==> src/rtl/nap_timer_pkg.sv <==
`default_nettype none
// ============================================================================
// Package  : nap_timer_pkg
// Brief    : Shared types, BCD digit limits and time helpers for nap_timer_bank
// Revision : 1.0 - initial release
// ============================================================================
package nap_timer_pkg;

    typedef enum logic [2:0] {
        CH_IDLE   = 3'd0,
        CH_LOADED = 3'd1,
        CH_RUN    = 3'd2,
        CH_PAUSE  = 3'd3,
        CH_RING   = 3'd4
    } chan_state_e;

    // {H10,H1,M10,M1,S10,S1}, one BCD nibble per digit
    typedef logic [23:0] bcd_time_t;

    localparam logic [3:0] c_DIGIT_MAX    = 4'd9;
    localparam logic [3:0] c_TENS_MAX     = 4'd5;
    localparam logic [3:0] c_H10_MAX      = 4'd2;
    localparam logic [3:0] c_H1_MAX_AT_20 = 4'd3;
    localparam bcd_time_t  c_TIME_ZERO    = 24'h000000;
    localparam bcd_time_t  c_TIME_ONE     = 24'h000001;

    function automatic logic bcd_time_valid(input bcd_time_t t);
        logic ok;
        ok = (t[23:20] <= c_H10_MAX)  && (t[19:16] <= c_DIGIT_MAX) &&
             (t[15:12] <= c_TENS_MAX) && (t[11:8]  <= c_DIGIT_MAX) &&
             (t[7:4]   <= c_TENS_MAX) && (t[3:0]   <= c_DIGIT_MAX);
        if ((t[23:20] == c_H10_MAX) && (t[19:16] > c_H1_MAX_AT_20)) begin
            ok = 1'b0;
        end
        if (t == c_TIME_ZERO) begin
            ok = 1'b0;
        end
        return ok;
    endfunction

    function automatic logic bcd_time_is_one(input bcd_time_t t);
        return (t == c_TIME_ONE);
    endfunction

endpackage : nap_timer_pkg
`default_nettype wire

==> src/rtl/nap_timer_bank_if.sv <==
`default_nettype none
// ============================================================================
// Interface : nap_timer_bank_if
// Brief     : Command/readback bundle between keypad logic and the timer bank
// Revision  : 1.0 - initial release
// ============================================================================
interface nap_timer_bank_if #(
    parameter int CHANNELS = 2
) ();
    import nap_timer_pkg::*;

    localparam int SEL_W = (CHANNELS > 1) ? $clog2(CHANNELS) : 1;

    logic [CHANNELS-1:0] write;
    bcd_time_t           set_time;
    logic [CHANNELS-1:0] start;
    logic [CHANNELS-1:0] pause;
    logic [CHANNELS-1:0] cancel;
    logic [CHANNELS-1:0] snooze;
    logic [SEL_W-1:0]    sel;
    bcd_time_t           get_time;
    logic [CHANNELS-1:0] running;
    logic [CHANNELS-1:0] ringing;
    logic [CHANNELS-1:0] complete;
    logic                set_err;

    modport master (
        output write, set_time, start, pause, cancel, snooze, sel,
        input  get_time, running, ringing, complete, set_err
    );

    modport slave (
        input  write, set_time, start, pause, cancel, snooze, sel,
        output get_time, running, ringing, complete, set_err
    );

endinterface : nap_timer_bank_if
`default_nettype wire

==> src/rtl/nap_timer_channel.sv <==
`default_nettype none
// ============================================================================
// Module   : nap_timer_channel
// Brief    : One HH:MM:SS countdown: state machine, BCD decrementer, snooze count
// Config   : NAP_TIMER_SNOOZE_EN builds the snooze re-arm path
// Revision : 1.0 - initial release
// ============================================================================
module nap_timer_channel
    import nap_timer_pkg::*;
#(
    parameter int SNOOZE_MIN = 5,
    parameter int MAX_SNOOZE = 3
) (
    input  logic      clk,
    input  logic      rst_n,
    input  logic      i_tick,
    input  logic      i_write,
    input  bcd_time_t i_set_time,
    input  logic      i_start,
    input  logic      i_pause,
    input  logic      i_cancel,
    input  logic      i_snooze,
    output bcd_time_t o_time,
    output logic      o_running,
    output logic      o_ringing,
    output logic      o_complete
);

    localparam logic [2:0] c_IDLE   = 3'(CH_IDLE);
    localparam logic [2:0] c_LOADED = 3'(CH_LOADED);
    localparam logic [2:0] c_RUN    = 3'(CH_RUN);
    localparam logic [2:0] c_PAUSE  = 3'(CH_PAUSE);
    localparam logic [2:0] c_RING   = 3'(CH_RING);

    logic [2:0] r_state;
    bcd_time_t  r_time;
    logic       r_complete;
    bcd_time_t  w_dec_time;
    logic       w_write_ok;
    logic       w_snooze_ok;

    // Ripple borrow from S1 upward; tens digits of minutes/seconds wrap to 5
    function automatic bcd_time_t bcd_dec(input bcd_time_t t);
        bcd_time_t r;
        logic      borrow;
        r      = t;
        borrow = 1'b1;
        for (int d = 0; d < 6; d++) begin
            if (borrow) begin
                if (t[4*d +: 4] != 4'd0) begin
                    r[4*d +: 4] = t[4*d +: 4] - 4'd1;
                    borrow      = 1'b0;
                end else begin
                    r[4*d +: 4] = ((d == 1) || (d == 3)) ? c_TENS_MAX : c_DIGIT_MAX;
                end
            end
        end
        return r;
    endfunction

    assign w_dec_time = bcd_dec(r_time);
    assign w_write_ok = i_write &&
                        ((r_state == c_IDLE) || (r_state == c_LOADED) || (r_state == c_PAUSE));

`ifdef NAP_TIMER_SNOOZE_EN
    localparam bcd_time_t c_SNOOZE_TIME = {8'h00, 4'(SNOOZE_MIN / 10), 4'(SNOOZE_MIN % 10), 8'h00};

    logic [3:0] r_snooze_cnt;

    assign w_snooze_ok = i_snooze && (r_state == c_RING) && (r_snooze_cnt < 4'(MAX_SNOOZE));

    always_ff @(posedge clk) begin
        if (!rst_n || i_cancel || w_write_ok) begin
            r_snooze_cnt <= 4'd0;
        end else if (w_snooze_ok) begin
            r_snooze_cnt <= r_snooze_cnt + 4'd1;
        end
    end
`else
    localparam bcd_time_t c_SNOOZE_TIME = c_TIME_ZERO;

    logic w_unused_snooze;

    assign w_snooze_ok     = 1'b0;
    assign w_unused_snooze = ^{i_snooze, 4'(MAX_SNOOZE), 6'(SNOOZE_MIN)};
`endif

    // Branch order is the command priority; an inapplicable command falls through
    always_ff @(posedge clk) begin
        if (!rst_n) begin
            r_state    <= c_IDLE;
            r_time     <= c_TIME_ZERO;
            r_complete <= 1'b0;
        end else begin
            r_complete <= 1'b0;
            if (i_cancel) begin
                r_state <= c_IDLE;
                r_time  <= c_TIME_ZERO;
            end else if (w_write_ok) begin
                r_state <= c_LOADED;
                r_time  <= i_set_time;
            end else if (w_snooze_ok) begin
                r_state <= c_RUN;
                r_time  <= c_SNOOZE_TIME;
            end else if (i_start && ((r_state == c_LOADED) || (r_state == c_PAUSE))) begin
                r_state <= c_RUN;
            end else if (i_pause && (r_state == c_RUN)) begin
                r_state <= c_PAUSE;
            end else if (i_tick && (r_state == c_RUN)) begin
                if (bcd_time_is_one(r_time)) begin
                    r_state    <= c_RING;
                    r_time     <= c_TIME_ZERO;
                    r_complete <= 1'b1;
                end else begin
                    r_time <= w_dec_time;
                end
            end
        end
    end

    assign o_time     = r_time;
    assign o_running  = (r_state == c_RUN);
    assign o_ringing  = (r_state == c_RING);
    assign o_complete = r_complete;

endmodule : nap_timer_channel
`default_nettype wire

==> src/rtl/nap_timer_bank.sv <==
`default_nettype none
// ============================================================================
// Module   : nap_timer_bank
// Brief    : CHANNELS BCD countdown timers sharing one tick prescaler
// Config   : NAP_TIMER_SNOOZE_EN enables bounded snooze re-arm
// Revision : 1.0 - initial release
// ============================================================================
module nap_timer_bank
    import nap_timer_pkg::*;
#(
    parameter int CHANNELS   = 2,
    parameter int TICK_DIV   = 1000000,
    parameter int SNOOZE_MIN = 5,
    parameter int MAX_SNOOZE = 3
) (
    input  logic              clock,
    input  logic              reset,
    nap_timer_bank_if.slave   bus
);

    localparam int c_PRE_W = $clog2(TICK_DIV);

    logic [c_PRE_W-1:0]  r_prescale;
    logic                w_tick;
    logic                w_valid;
    logic                r_set_err;
    logic [CHANNELS-1:0] w_write_ok;
    logic [CHANNELS-1:0] w_running;
    logic [CHANNELS-1:0] w_ringing;
    logic [CHANNELS-1:0] w_complete;
    bcd_time_t           w_time [CHANNELS];
    bcd_time_t           w_get_time;

    assign w_tick = (r_prescale == c_PRE_W'(TICK_DIV - 1));

    always_ff @(posedge clock) begin
        if (!reset || w_tick) begin
            r_prescale <= '0;
        end else begin
            r_prescale <= r_prescale + 1'b1;
        end
    end

    // One shared check: a multi-channel write loads or rejects as a whole
    assign w_valid    = bcd_time_valid(bus.set_time);
    assign w_write_ok = bus.write & {CHANNELS{w_valid}};

    always_ff @(posedge clock) begin
        if (!reset) begin
            r_set_err <= 1'b0;
        end else begin
            r_set_err <= (|bus.write) && !w_valid;
        end
    end

    for (genvar g = 0; g < CHANNELS; g++) begin : g_chan
        nap_timer_channel #(
            .SNOOZE_MIN (SNOOZE_MIN),
            .MAX_SNOOZE (MAX_SNOOZE)
        ) u_chan (
            .clk        (clock),
            .rst_n      (reset),
            .i_tick     (w_tick),
            .i_write    (w_write_ok[g]),
            .i_set_time (bus.set_time),
            .i_start    (bus.start[g]),
            .i_pause    (bus.pause[g]),
            .i_cancel   (bus.cancel[g]),
            .i_snooze   (bus.snooze[g]),
            .o_time     (w_time[g]),
            .o_running  (w_running[g]),
            .o_ringing  (w_ringing[g]),
            .o_complete (w_complete[g])
        );
    end

    always_comb begin
        w_get_time = c_TIME_ZERO;
        for (int i = 0; i < CHANNELS; i++) begin
            if (int'(bus.sel) == i) begin
                w_get_time = w_time[i];
            end
        end
    end

    assign bus.get_time = w_get_time;
    assign bus.running  = w_running;
    assign bus.ringing  = w_ringing;
    assign bus.complete = w_complete;
    assign bus.set_err  = r_set_err;

endmodule : nap_timer_bank
`default_nettype wire
==> src/flat_wrapper.sv <==
// flat-port wrapper written by rule: the top's interface ports become plain ports
module nap_timer_bank_flat import nap_timer_pkg::*;
#(
    parameter int CHANNELS   = 2,
    parameter int TICK_DIV   = 1000000,
    parameter int SNOOZE_MIN = 5,
    parameter int MAX_SNOOZE = 3
)
  (clock, reset, bus_write, bus_set_time, bus_start, bus_pause, bus_cancel, bus_snooze, bus_sel, bus_get_time, bus_running, bus_ringing, bus_complete, bus_set_err);
  nap_timer_bank_if #(.CHANNELS(CHANNELS)) bus_i ();
  input  logic clock;
  input  logic reset;
  input wire logic [$bits(bus_i.write)-1:0] bus_write;
  input wire logic [$bits(bus_i.set_time)-1:0] bus_set_time;
  input wire logic [$bits(bus_i.start)-1:0] bus_start;
  input wire logic [$bits(bus_i.pause)-1:0] bus_pause;
  input wire logic [$bits(bus_i.cancel)-1:0] bus_cancel;
  input wire logic [$bits(bus_i.snooze)-1:0] bus_snooze;
  input wire logic [$bits(bus_i.sel)-1:0] bus_sel;
  output wire logic [$bits(bus_i.get_time)-1:0] bus_get_time;
  output wire logic [$bits(bus_i.running)-1:0] bus_running;
  output wire logic [$bits(bus_i.ringing)-1:0] bus_ringing;
  output wire logic [$bits(bus_i.complete)-1:0] bus_complete;
  output wire logic [$bits(bus_i.set_err)-1:0] bus_set_err;
  assign bus_i.write = bus_write;
  assign bus_i.set_time = bus_set_time;
  assign bus_i.start = bus_start;
  assign bus_i.pause = bus_pause;
  assign bus_i.cancel = bus_cancel;
  assign bus_i.snooze = bus_snooze;
  assign bus_i.sel = bus_sel;
  assign bus_get_time = bus_i.get_time;
  assign bus_running = bus_i.running;
  assign bus_ringing = bus_i.ringing;
  assign bus_complete = bus_i.complete;
  assign bus_set_err = bus_i.set_err;
  nap_timer_bank #(.CHANNELS(CHANNELS), .TICK_DIV(TICK_DIV), .SNOOZE_MIN(SNOOZE_MIN), .MAX_SNOOZE(MAX_SNOOZE)) u_core (.clock(clock), .reset(reset), .bus(bus_i));
endmodule
==> config.mk <==
export PLATFORM = sky130hd
export DESIGN_NAME = nap_timer_bank_flat
export DESIGN_NICKNAME = d
export VERILOG_FILES = /design/src/rtl/nap_timer_pkg.sv /design/src/rtl/nap_timer_bank_if.sv /design/src/rtl/nap_timer_channel.sv /design/src/rtl/nap_timer_bank.sv /design/src/flat_wrapper.sv
export SDC_FILE = /design/constraint.sdc
export NUM_CORES = 1
export LEC_CHECK = 0
export ABC_AREA = 1
export CAP_MARGIN = 20
export CORE_ASPECT_RATIO = 1.1
export CORE_MARGIN = 1
export CORE_UTILIZATION = 45
export CTS_CLUSTER_DIAMETER = 150
export CTS_CLUSTER_SIZE = 16
export DETAILED_ROUTE_END_ITERATION = 12
export HOLD_SLACK_MARGIN = 0.06
export PLACE_DENSITY = 0.67
export SKIP_LAST_GASP = 1
export SYNTH_ARGS = -nofsm -noshare
export SYNTH_HDL_FRONTEND = slang
export SYNTH_SLANG_ARGS = --single-unit
==> constraint.sdc <==
create_clock -name clock -period 3.3 [get_ports clock]
set_input_delay 0.66 -clock clock [delete_from_list [all_inputs] [get_ports clock]]
set_output_delay 0.66 -clock clock [all_outputs]
set_load 0.01 [all_outputs]
==> results by group, run 1 <==
Outcome
  • Status: completed

Clock tree
  • Clock Latency Late Sink: about 0.35 ns
  • CTS tree: done
  • Clock transition at path regs: 0.06 ns
  • TritonCTS buffer count: 9
  • H-tree Lvls: 3
  • Post-CTS Setup Inserts: 0
  • Clock sinks: 77
  • Hold Buf Count CTS: 0
  • CTS root buf: clkbuf_16
  • CTS Buffer Depth: 2
  • # resized after CTS: 0

Logic synthesis
  • Mean Syn Cell Area: slightly below 6 sq um
  • #FFs+latches synth: a little under 80
  • Asr flop ratio synth: 0%
  • Synthesized area: between 5000 and 6000 sq um
  • Most common flop cell mapped by yosys: dfxtp_1
  • Register area share after synthesis: around 29%
  • EDFF count, synth: 0
  • Synth cell types: 34
  • Cells after Synth: 910
  • Yosys warning count: 0
  • Syn nets: about 950

STA
  • Max-slew headroom: about half
  • Worst Tran Pin Value: 0.7379 ns
  • Setup TNS: 0 ns
  • # setup viols final: 0
  • RSZ-0062 raised after global routing: false
  • Clock Skew: approximately 0.0098 ns
  • Final min period: a little under 3 ns
  • Fmax: 0.3432 GHz
  • Share of the clock period used by the worst path: 88.30%
  • Final Hold Viols: 0
  • PnR worst setup slack: just under 0.4 ns
  • Final max-slew violation count: 0

Flow run
  • Max capacitance violation total: 0

Pwr
  • Leak pwr: between 2 and 3 nW
  • Power Density: between 300 and 400 nW/um^2
  • Largest vdd supply drop: ~0.19 mV

Die
  • I/O Pins: between 60 and 70
  • Core Area: about 12000 sq um
  • Initial core utilization: 46.40%
  • Die width: 106.0 microns
  • Rows: 41
  • Die H: roughly 120 microns
  • Die footprint: 12340 sq um

Routing
  • Final WL: 15210 microns
  • Vias: about 5800
  • Met2 wire length: between 7000 and 8000 microns
  • DR iter-0 viols: approximately 290
  • Met1 wire length: approximately 7100 microns
  • Top Layer Used: met4
  • Final antenna-violating net count: 0
  • Drt wl/cell: around 14 microns
  • Drt via density: 5.194
  • DRC violation count after routing: 0
  • Drt first pass iters: 4
  • Met3 Wirelength: 549 microns

Worst setup path
  • Setup crit end: bus_get_time[17]
  • Critical R2R Launch: u_core.r_prescale[0]$_SDFF_PP0_
  • FF-to-FF path depth: 9
  • Crit path required time: ~2.6 ns
  • Critical path class: in2out
  • Reg-to-reg endpoint: u_core.r_prescale[9]$_SDFF_PP0_
  • Reg2Reg Setup Slack: 1.03 ns
  • Critical path origin: bus_sel
  • Critical Path Fanout Max: 48
  • Startpoint Class: input port
  • CP arrival: about 2.3 ns
  • CP endpoint kind: primary output

Finish
  • Non-filler instance count after layout: between 1000 and 1500
  • Fillers: 1234
  • Nets: between 900 and 1000
  • Syn-to-layout area delta: 19.95%
  • Share of cells above drive strength 1: under 10%
  • Final Util: ~56%
  • Ant. Diodes: 0

Global route
  • Pin count of the biggest net entering global routing: 49
  • Tot GR Track Use: 25.32%
  • Antenna violations before repair: 0
  • Congestion Overflow GR: 0
  • First-pass GRT wire length: around 24000 microns
  • Vias in the first global route: about 5100

Place
  • Hpwl dp: 11470 microns
  • Pre-CTS setup slack: about 0.38 ns
  • Inst Count DP: between 1000 and 1500
  • I/O Buffers: 65
  • Global placer's final weighted congestion: a little over 0.9

Min path
  • HP Class: reg2reg
## cell usage after synthesis (8+ instances only)
cell type / n / area share (%)
nor2_2: 8 / 0.93
buf_2: 14 / 1.3
nand3_1: 81 / 7.6
nand2_1: 234 / 16
nor3_1: 19 / 1.8
dfxtp_1: 77 / 29
a21oi_1: 63 / 5.9
o21ai_0: 52 / 4.9
clkbuf_1: 14 / 0.98
nand3_2: 14 / 2.6
nand4_1: 31 / 3.6
o21a_1: 9 / 1.3
nor2_1: 151 / 11
o21ai_1: 9 / 0.84
inv_1: 94 / 6.6
buf_4: 9 / 1.3
## area by class of cell
type                    count  area [sq um]  area share (%)
multi-input cells         695          3214           50.04
clock buffers              11         242.7           3.779
flip-flops and latches     77          1541           24.00
repair buffers             79         793.3           12.35
clock inverters             5         83.83           1.305
well taps                 150         187.7           2.922
inverters                  96         360.3           5.610
## worst max-delay path, cell delays in order
cell             delay, ns
clkdlybuf4s50_1       0.44
buf_12                0.19
o21ai_0               0.34
clkdlybuf4s50_1       0.61
## cell usage in the layout (no fill, tap or decap), types with 3 or more instances in the layout
| cell | count |
|---|---|
| nand3_2 | 14 |
| nand2_1 | 234 |
| buf_4 | 11 |
| o21ai_0 | 52 |
| dfxtp_1 | 77 |
| a21oi_1 | 63 |
| o21ai_1 | 9 |
| inv_1 | 94 |
| clkbuf_16 | 9 |
| o21a_1 | 9 |
| nor3_1 | 19 |
| nand3_1 | 81 |
| clkdlybuf4s50_1 | 65 |
| xor2_1 | 5 |
| buf_12 | 3 |
| nand4_1 | 31 |
| nor2_1 | 151 |
| nor2_2 | 8 |
## worst min-delay path by stage
stage                                               startpoint                                              end  slack (ns)  depth (start not counted)
3_5_place_dp   u_core.g_chan[1].u_chan.r_state[1]$_SDFFE_PP0P_  u_core.g_chan[1].u_chan.r_state[1]$_SDFFE_PP0P_        0.47                          2
2_1_floorplan                  u_core.r_prescale[0]$_SDFF_PP0_                  u_core.r_prescale[0]$_SDFF_PP0_        0.44                          1
3_3_place_gp                   u_core.r_prescale[0]$_SDFF_PP0_                  u_core.r_prescale[0]$_SDFF_PP0_        0.46                          1
4_1_cts                        u_core.r_prescale[0]$_SDFF_PP0_                  u_core.r_prescale[0]$_SDFF_PP0_        0.49                          1
6_report                       u_core.r_prescale[0]$_SDFF_PP0_                  u_core.r_prescale[0]$_SDFF_PP0_        0.48                          1
5_1_grt                        u_core.r_prescale[0]$_SDFF_PP0_                  u_core.r_prescale[0]$_SDFF_PP0_        0.53                          1
## sequential cells by signal, summed over array words and instances (netlist names)
signal / count
u_core.g_chan.u_chan.r_state: 6
u_core.r_prescale: 20
u_core.bus.set_err: 1
u_core.g_chan.u_chan.o_time: 48
u_core.g_chan.u_chan.o_complete: 2
## logic make-up (layout without fill, tap and decap cells)
logic type,Yosys count,count (layout),share of synthesized area [%]
DFF,77,77,28.79
buffers and inverters,138,191,11.19
AOI/OAI and AO/OA,138,138,13.55
and+or+nand+nor,551,551,45.42
adders and majority gates,1,1,0.2336
xor gates and xnor gates,5,5,0.8177
## metal layers
layer | global-route usage, % | vias up
li1 | - | 3053
met1 | 32.31 | 2582
met2 | 43.09 | 118
met3 | 3.013 | 28
met4 | 11.57 | 0
met5 | 0 | -
## per-stage QoR
stage	power [W]	hold slack, ns	cell area [sq um]
2_1_floorplan	0.001026	0.4410	5355
3_3_place_gp	0.001105	0.4634	6097
3_5_place_dp	0.001105	0.4684	6097
4_1_cts	0.002208	0.4884	6424
5_1_grt	0.002263	0.5264	6424
6_report	0.002184	0.4805	6424
## power by group
group          leakage (nW)  switching [W]  total, W  internal, W
logic                  1.92      0.0000819  0.000149    0.0000667
registers             0.621     0.00000380  0.000938     0.000934
clock network         0.152       0.000413   0.00110     0.000685
total                  2.69       0.000499   0.00218      0.00169
No activity file was read; power rests on OpenSTA's default activity.
==> run 2, diff against run 1 <==
- PLACE_DENSITY: 0.67 -> 0.76
- clock period: 3.3 -> 2.5 ns (I/O delays scaled with it)
==> run 2 against run 1 <==
Net effect: flip-flop and latch count did not move; total power is 28% higher; register-to-register slack lost 0.68 ns; utilization up 1.9 points; sequential power rose by 32%; clock power is 22% higher; critical path depth did not move; final cell count increased by 2.4%; global-route usage about the same; combinational power grew 47%; critical endpoint is now bus_get_time[1].
==> results by group, run 2 (synthesis gave the netlist of run 1 again) <==
Outcome
  • Status: completed

Clock tree
  • Hold Buf Count CTS: 0 (unchanged)
  • Clock transition at path regs: 0.06 ns (about the same)
  • # resized after CTS: 12 (+12)
  • TritonCTS buffer count: 9 (unchanged)
  • CTS Buffer Depth: 2 (unchanged)
  • CTS root buf: clkbuf_16
  • Clock Latency Late Sink: 0.35 ns (about the same)
  • Clock sinks: 77 (unchanged)
  • Post-CTS Setup Inserts: 0 (unchanged)
  • CTS tree: done
  • H-tree Lvls: 3 (unchanged)

Finish
  • Ant. Diodes: 0 (unchanged)
  • Nets: 1024 (+2.8%)
  • Syn-to-layout area delta: 24.02%
  • Fillers: 1116 (-9.6%)
  • Max reg flops: 48 (unchanged)
  • Most common cell after layout, fill and taps aside: nand2_1
  • Most frequent cells in the layout: 234 x nand2_1, 151 x nor2_1, 94 x inv_1, 81 x nand3_1, 77 x dfxtp_1
  • Reg area: 1541 sq um (unchanged)
  • Area of the multi-input gates: 3214 sq um (unchanged)
  • Share of cells above drive strength 1: 8.788% (+2.7 points)

STA
  • Setup TNS: 0 ns (unchanged)
  • # setup viols final: 0 (unchanged)
  • Worst Tran Pin Value: 0.4741 ns (-0.2638 ns)
  • Clock Skew: 0.01107 ns (+0.001224 ns)
  • Final max-slew violation count: 0 (unchanged)
  • RSZ-0062 raised after global routing: false
  • Final Hold Viols: 0 (unchanged)
  • Share of the clock period used by the worst path: 96.21%
  • Fmax: 0.4158 GHz
  • Hold slack final: 0.4925 ns (+0.01197 ns)
  • Final min period: roughly 2.4 ns
  • Max-slew headroom: 68.15% (+17 points)

Worst setup path
  • Crit path required time: 2.00 ns (-0.64 ns)
  • CP endpoint kind: primary output
  • Critical Path Fanout Max: 11 (-77%)
  • Reg2Reg Setup Slack: 0.35 ns (-0.68 ns)
  • Crit-path cells: dlygate4sd2_1 > bufbuf_16 > o21ai_0 > clkdlybuf4s50_1
  • Crit path max-delay family: buffers and inverters
  • Startpoint Class: input port
  • Critical R2R Launch: u_core.r_prescale[0]$_SDFF_PP0_
  • Reg-to-reg endpoint: u_core.g_chan[1].u_chan.o_time[10]$_SDFFE_PP0P_
  • Slowest stage delay, CP: 0.58 ns (-0.03 ns)
  • Critical path class: in2out
  • CP Buf/Inv Count: 3 (unchanged)
  • Slowest stage cell on the critical path: clkdlybuf4s50_1
  • CP arrival: 1.91 ns (-0.34 ns)
  • FF-to-FF path depth: 12 (+3)

Place
  • Global placer's final weighted congestion: 0.8909 (-2.4%)
  • Hpwl dp: 11450 microns (-0.12%)
  • I/O Buffers: 65 (unchanged)

Routing
  • Vias: 5942 (+2.8%)
  • Drt via density: 5.212 (+0.35%)
  • Drt wl/cell: 13.13 microns (-3.9%)
  • Final WL: 14970 microns (-1.6%)
  • Final antenna-violating net count: 0 (unchanged)
  • DRC violation count after routing: 0 (unchanged)
  • DR iter-0 viols: 371 (+29%)
  • Drt first pass iters: 6 (+2)

Pwr
  • Clk network pwr share: 48.0% (-2.3 points)
  • P_sw: 0.0006625 W (+33%)
  • Internal power: 0.002139 W (+27%)
  • Sw frac: 23.65% (+0.82 points)
  • Seq pwr share: 44.2% (+1.3 points)
  • Largest vdd supply drop: 0.3750 mV (+96%)
  • Combinational Power Share: 7.8% (+1.0 points)
  • Power Density: 421.8 nW/um^2 (+24%)
  • Leak pwr: 2.888 nW (+7.3%)

Die
  • Core Area: 11540 sq um (unchanged)
  • I/O Pins: 68 (unchanged)
  • Die width: 106.0 microns (unchanged)
  • Initial core utilization: 46.40% (unchanged)
  • Rows: 41 (unchanged)
  • Die footprint: 12340 sq um (unchanged)
  • Die H: 116.4 microns (unchanged)

Global route
  • Congestion Overflow GR: 0 (unchanged)
  • Antenna violations before repair: 0 (unchanged)
  • Pin count of the biggest net entering global routing: 41 (-16%)
  • Tot GR Track Use: 25.37% (+0.045 points)
  • Vias in the first global route: 5389 (+5.8%)
  • First-pass GRT wire length: 24920 microns (+1.8%)

Min path
  • Worst hold stages: 2 (+1)
  • Min-Delay Startpoint: u_core.g_chan[1].u_chan.r_state[1]$_SDFFE_PP0P_
  • Worst Hold End: u_core.g_chan[1].u_chan.r_state[1]$_SDFFE_PP0P_
  • HP Class: reg2reg

Flow run
  • Max capacitance violation total: 0 (unchanged)
## run 2: cell types whose count changed in the layout (fill, tap and decap cells not counted)
cell	change
bufinv_16	-1
clkinvlp_4	-1
buf_4	+25
clkbuf_1	-1
dlygate4sd2_1	+12
bufbuf_16	+1
buf_12	+2
clkdlybuf4s50_1	-12
inv_6	+1
clkinv_2	+1
## run 2: final cells by class
cell class | instances | area share [%]
tap | 150 | 2.826
multi-input combinational | 695 | 48.40
inverter | 96 | 5.426
timing repair buffer | 107 | 15.64
sequential | 77 | 23.21
clock buffer | 10 | 3.598
clock inverter | 5 | 0.9043
## run 2: per-stage QoR
step	utilization, %	std cells	worst slack, ns	cell area, sq um	total power [W]
after floorplan	-	910	0.7783	5355	0.001355
after global placement	54.80	1124	-0.06970	6325	0.001477
after detailed placement	54.80	1124	-0.07483	6325	0.001479
after CTS	57.54	1140	0.1080	6641	0.002820
after global routing	57.54	1140	0.06123	6641	0.002894
final	57.54	1140	0.09479	6641	0.002802
## run 2: worst register-to-register path: stages (launching register included)
cell	delay, ns
dfxtp_1	0.40
ha_1	0.20
nand2_1	0.07
nor2_1	0.15
nand2_1	0.13
inv_1	0.12
nand2_1	0.08
nor2_1	0.19
nand4_1	0.15
nand2_1	0.20
nand2_1	0.16
nor2_1	0.14
nor2_1	0.05
## run 2: metal layers
metal	track usage (%)	share of wire (%)
met3	2.958	4.5
met5	0	0
met2	42.96	47
met1	32.06	46
met4	12.96	3.4
## run 2: how the worst max path moves through the flow
stage	startpoint	slack, ns	cells after the start	endpoint
after detailed placement	bus_set_time[11]	-0.07	13	u_core.g_chan[0].u_chan.o_time[11]$_SDFFE_PP0P_
after global placement	bus_set_time[11]	-0.07	13	u_core.g_chan[0].u_chan.o_time[11]$_SDFFE_PP0P_
after floorplan	bus_sel	0.78	4	bus_get_time[10]
final	bus_sel	0.09	4	bus_get_time[1]
after global routing	bus_sel	0.06	5	bus_get_time[8]
after CTS	bus_sel	0.11	4	bus_get_time[1]
## run 2: power by group through the flow
stage / sequential [W] / combinational, W / clock (W)
final: 0.00124 / 0.000219 / 0.00134
after global routing: 0.00124 / 0.000241 / 0.00142
after CTS: 0.00124 / 0.000219 / 0.00136
after detailed placement: 0.00127 / 0.000213 / 0
after global placement: 0.00127 / 0.000212 / 0
after floorplan: 0.00126 / 0.0000901 / 0
==> run 3, diff against run 2 <==
- PLACE_DENSITY: 0.76 -> 0.73
- clock period: 2.5 -> 2.6 ns (I/O delays scaled with it)
==> run 3 against run 2 <==
Net effect: total power decreased by 7.2%; sequential share of layout area increased by 0.58 points; final cell count decreased by 1.9%; clock skew decreased by 0.0019 ns; non-clock buffer count decreased by 23; design area decreased by 2.4%; utilization decreased by 1.4 points; critical path depth unchanged; clock power decreased by 9.7%; hold slack got worse by 0.0091 ns; critical path type unchanged; largest power group unchanged.
==> results by group, run 3 (synthesis gave the netlist of run 1 again) <==
Worst setup path
  • Critical path class: in2out
  • Reg-to-reg endpoint: u_core.g_chan[1].u_chan.o_time[8]$_SDFFE_PP0P_
  • Critical Path Fanout Max: 24 (+13)
  • Startpoint Class: input port
  • CP Depth: 4 (unchanged)
  • CP endpoint kind: primary output
  • CP Buf/Inv Count: 3 (unchanged)
  • Crit-path cells: dlymetal6s2s_1 > buf_12 > o21ai_0 > clkdlybuf4s50_1
  • Critical R2R Launch: u_core.r_prescale[0]$_SDFF_PP0_
  • CP arrival: 1.76 ns (-0.15 ns)
  • Crit path required time: 2.08 ns (+0.08 ns)
  • Slowest stage cell on the critical path: clkdlybuf4s50_1
  • Crit path max-delay family: buffers and inverters
  • Slowest stage delay, CP: 0.60 ns (+0.02 ns)
  • Reg2Reg Setup Slack: 0.42 ns (+0.07 ns)
  • FF-to-FF path depth: 12 (unchanged)

Clock tree
  • CTS tree: done
  • CTS Buffer Depth: 2 (unchanged)
  • TritonCTS buffer count: 9 (unchanged)
  • Clock transition at path regs: 0.07 ns (about the same)
  • Hold Buf Count CTS: 0 (unchanged)
  • Clock sinks: 77 (unchanged)
  • # resized after CTS: 0 (-12)
  • CTS root buf: clkbuf_16
  • Clock Latency Late Sink: 0.35 ns (about the same)
  • H-tree Lvls: 3 (unchanged)
  • Post-CTS Setup Inserts: 0 (unchanged)

Finish
  • Design Area, Final: 6480 sq um (-2.4%)
  • Share of cells above drive strength 1: 6.715% (-2.1 points)
  • Syn-to-layout area delta: 21.00%
  • Nets: 1001 (-2.2%)
  • Fillers: 1184 (+6.1%)
  • Most frequent cells in the layout: 234 x nand2_1, 151 x nor2_1, 94 x inv_1, 81 x nand3_1, 77 x dfxtp_1
  • Max reg flops: 48 (unchanged)
  • Ant. Diodes: 0 (unchanged)
  • Area of the multi-input gates: 3214 sq um (unchanged)
  • Reg area: 1541 sq um (unchanged)
  • Most common cell after layout, fill and taps aside: nand2_1

Global route
  • Congestion Overflow GR: 0 (unchanged)
  • Vias in the first global route: 4978 (-7.6%)
  • Pin count of the biggest net entering global routing: 49 (+20%)
  • First-pass GRT wire length: 24000 microns (-3.7%)
  • Antenna violations before repair: 0 (unchanged)
  • Tot GR Track Use: 24.60% (-0.76 points)

Pwr
  • Largest vdd supply drop: 0.3352 mV (-11%)
  • Power Density: 401.3 nW/um^2 (-4.9%)
  • Leak pwr: 2.764 nW (-4.3%)

Routing
  • Drt via density: 5.145 (-1.3%)
  • Final WL: 14760 microns (-1.4%)
  • Vias: 5752 (-3.2%)
  • Drt wl/cell: 13.20 microns (+0.54%)
  • DR iter-0 viols: 371 (unchanged)
  • DRC violation count after routing: 0 (unchanged)
  • Final antenna-violating net count: 0 (unchanged)
  • Drt first pass iters: 5 (-1)

Die
  • Die footprint: 12340 sq um (unchanged)
  • Die H: 116.4 microns (unchanged)
  • Die width: 106.0 microns (unchanged)
  • Initial core utilization: 46.40% (unchanged)
  • Rows: 41 (unchanged)
  • Core Area: 11540 sq um (unchanged)
  • I/O Pins: 68 (unchanged)

STA
  • Final min period: approximately 2.3 ns
  • Clock Skew: 0.009202 ns (-0.001865 ns)
  • Share of the clock period used by the worst path: 87.75%
  • Final max-slew violation count: 0 (unchanged)
  • RSZ-0062 raised after global routing: false
  • Max-slew headroom: 67.36% (-0.79 points)
  • # setup viols final: 0 (unchanged)
  • Setup TNS: 0 ns (unchanged)
  • Fmax: about 0.44 GHz
  • Final Hold Viols: 0 (unchanged)
  • Worst Tran Pin Value: 0.4859 ns (+0.01181 ns)

Min path
  • Worst hold stages: 2 (unchanged)
  • Worst Hold End: u_core.g_chan[1].u_chan.r_state[1]$_SDFFE_PP0P_
  • HP Class: reg2reg
  • Min-Delay Startpoint: u_core.g_chan[1].u_chan.r_state[1]$_SDFFE_PP0P_

Flow run
  • Max capacitance violation total: 0 (unchanged)

Place
  • Global placer's final weighted congestion: 0.8834 (-0.84%)
  • Area after DPL: 6165 sq um (-2.5%)
  • I/O Buffers: 65 (unchanged)
  • Hpwl dp: 11210 microns (-2.2%)

Outcome
  • Status: completed
[run 3: how the worst max path moves through the flow]
stage	startpoint	end	slack, ns
after floorplan	bus_sel	bus_get_time[10]	0.84
after global placement	bus_set_time[9]	u_core.g_chan[0].u_chan.o_time[11]$_SDFFE_PP0P_	0.01
after detailed placement	bus_set_time[9]	u_core.g_chan[1].u_chan.o_time[8]$_SDFFE_PP0P_	0.001
after CTS	bus_sel	bus_get_time[19]	0.02
after global routing	u_core.r_prescale[0]$_SDFF_PP0_	u_core.g_chan[1].u_chan.o_time[10]$_SDFFE_PP0P_	0.13
final	bus_sel	bus_get_time[17]	0.32
[run 3: tightest hold or removal path: cells and delay by family (launching register included)]
kind	cells	cell delay, ns
compound gates	1	0.05
flops	1	0.33
simple gates	1	0.07
[run 3: area by class of cell]
type	count	area share, %
clock buffer	9	3.476
clock inverter	7	0.8882
inverter	96	5.561
multi-input combinational	695	49.60
sequential	77	23.79
tap	150	2.896
timing repair buffer	84	13.79
[run 3: where the power goes]
| part | total [W] | switching [W] | internal, W |
|---|---|---|---|
| registers | 0.00119 | 0.00000487 | 0.00118 |
| logic | 0.000196 | 0.000107 | 0.0000893 |
| clock network | 0.00121 | 0.000555 | 0.000660 |
| total | 0.00260 | 0.000667 | 0.00193 |
[run 3: routing by layer]
metal	share of wire [%]	GRT usage, %
met1	47	32.95
met2	46	40.39
met3	5.7	3.348
met4	1.6	9.444
met5	0	0
[run 3: per-stage QoR]
step	std cells	total power, W	util, %	worst slack [ns]	hold WS (ns)
finish	1118	0.002601	56.14	0.3186	0.4833
global route	1118	0.002693	56.14	0.1289	0.5299
CTS	1117	0.002622	55.86	0.01583	0.4891
detailed placement	1101	0.001406	53.41	0.001330	0.4721
global placement	1101	0.001405	53.41	0.01106	0.4609
floorplan	910	0.001303	-	0.8383	0.4410
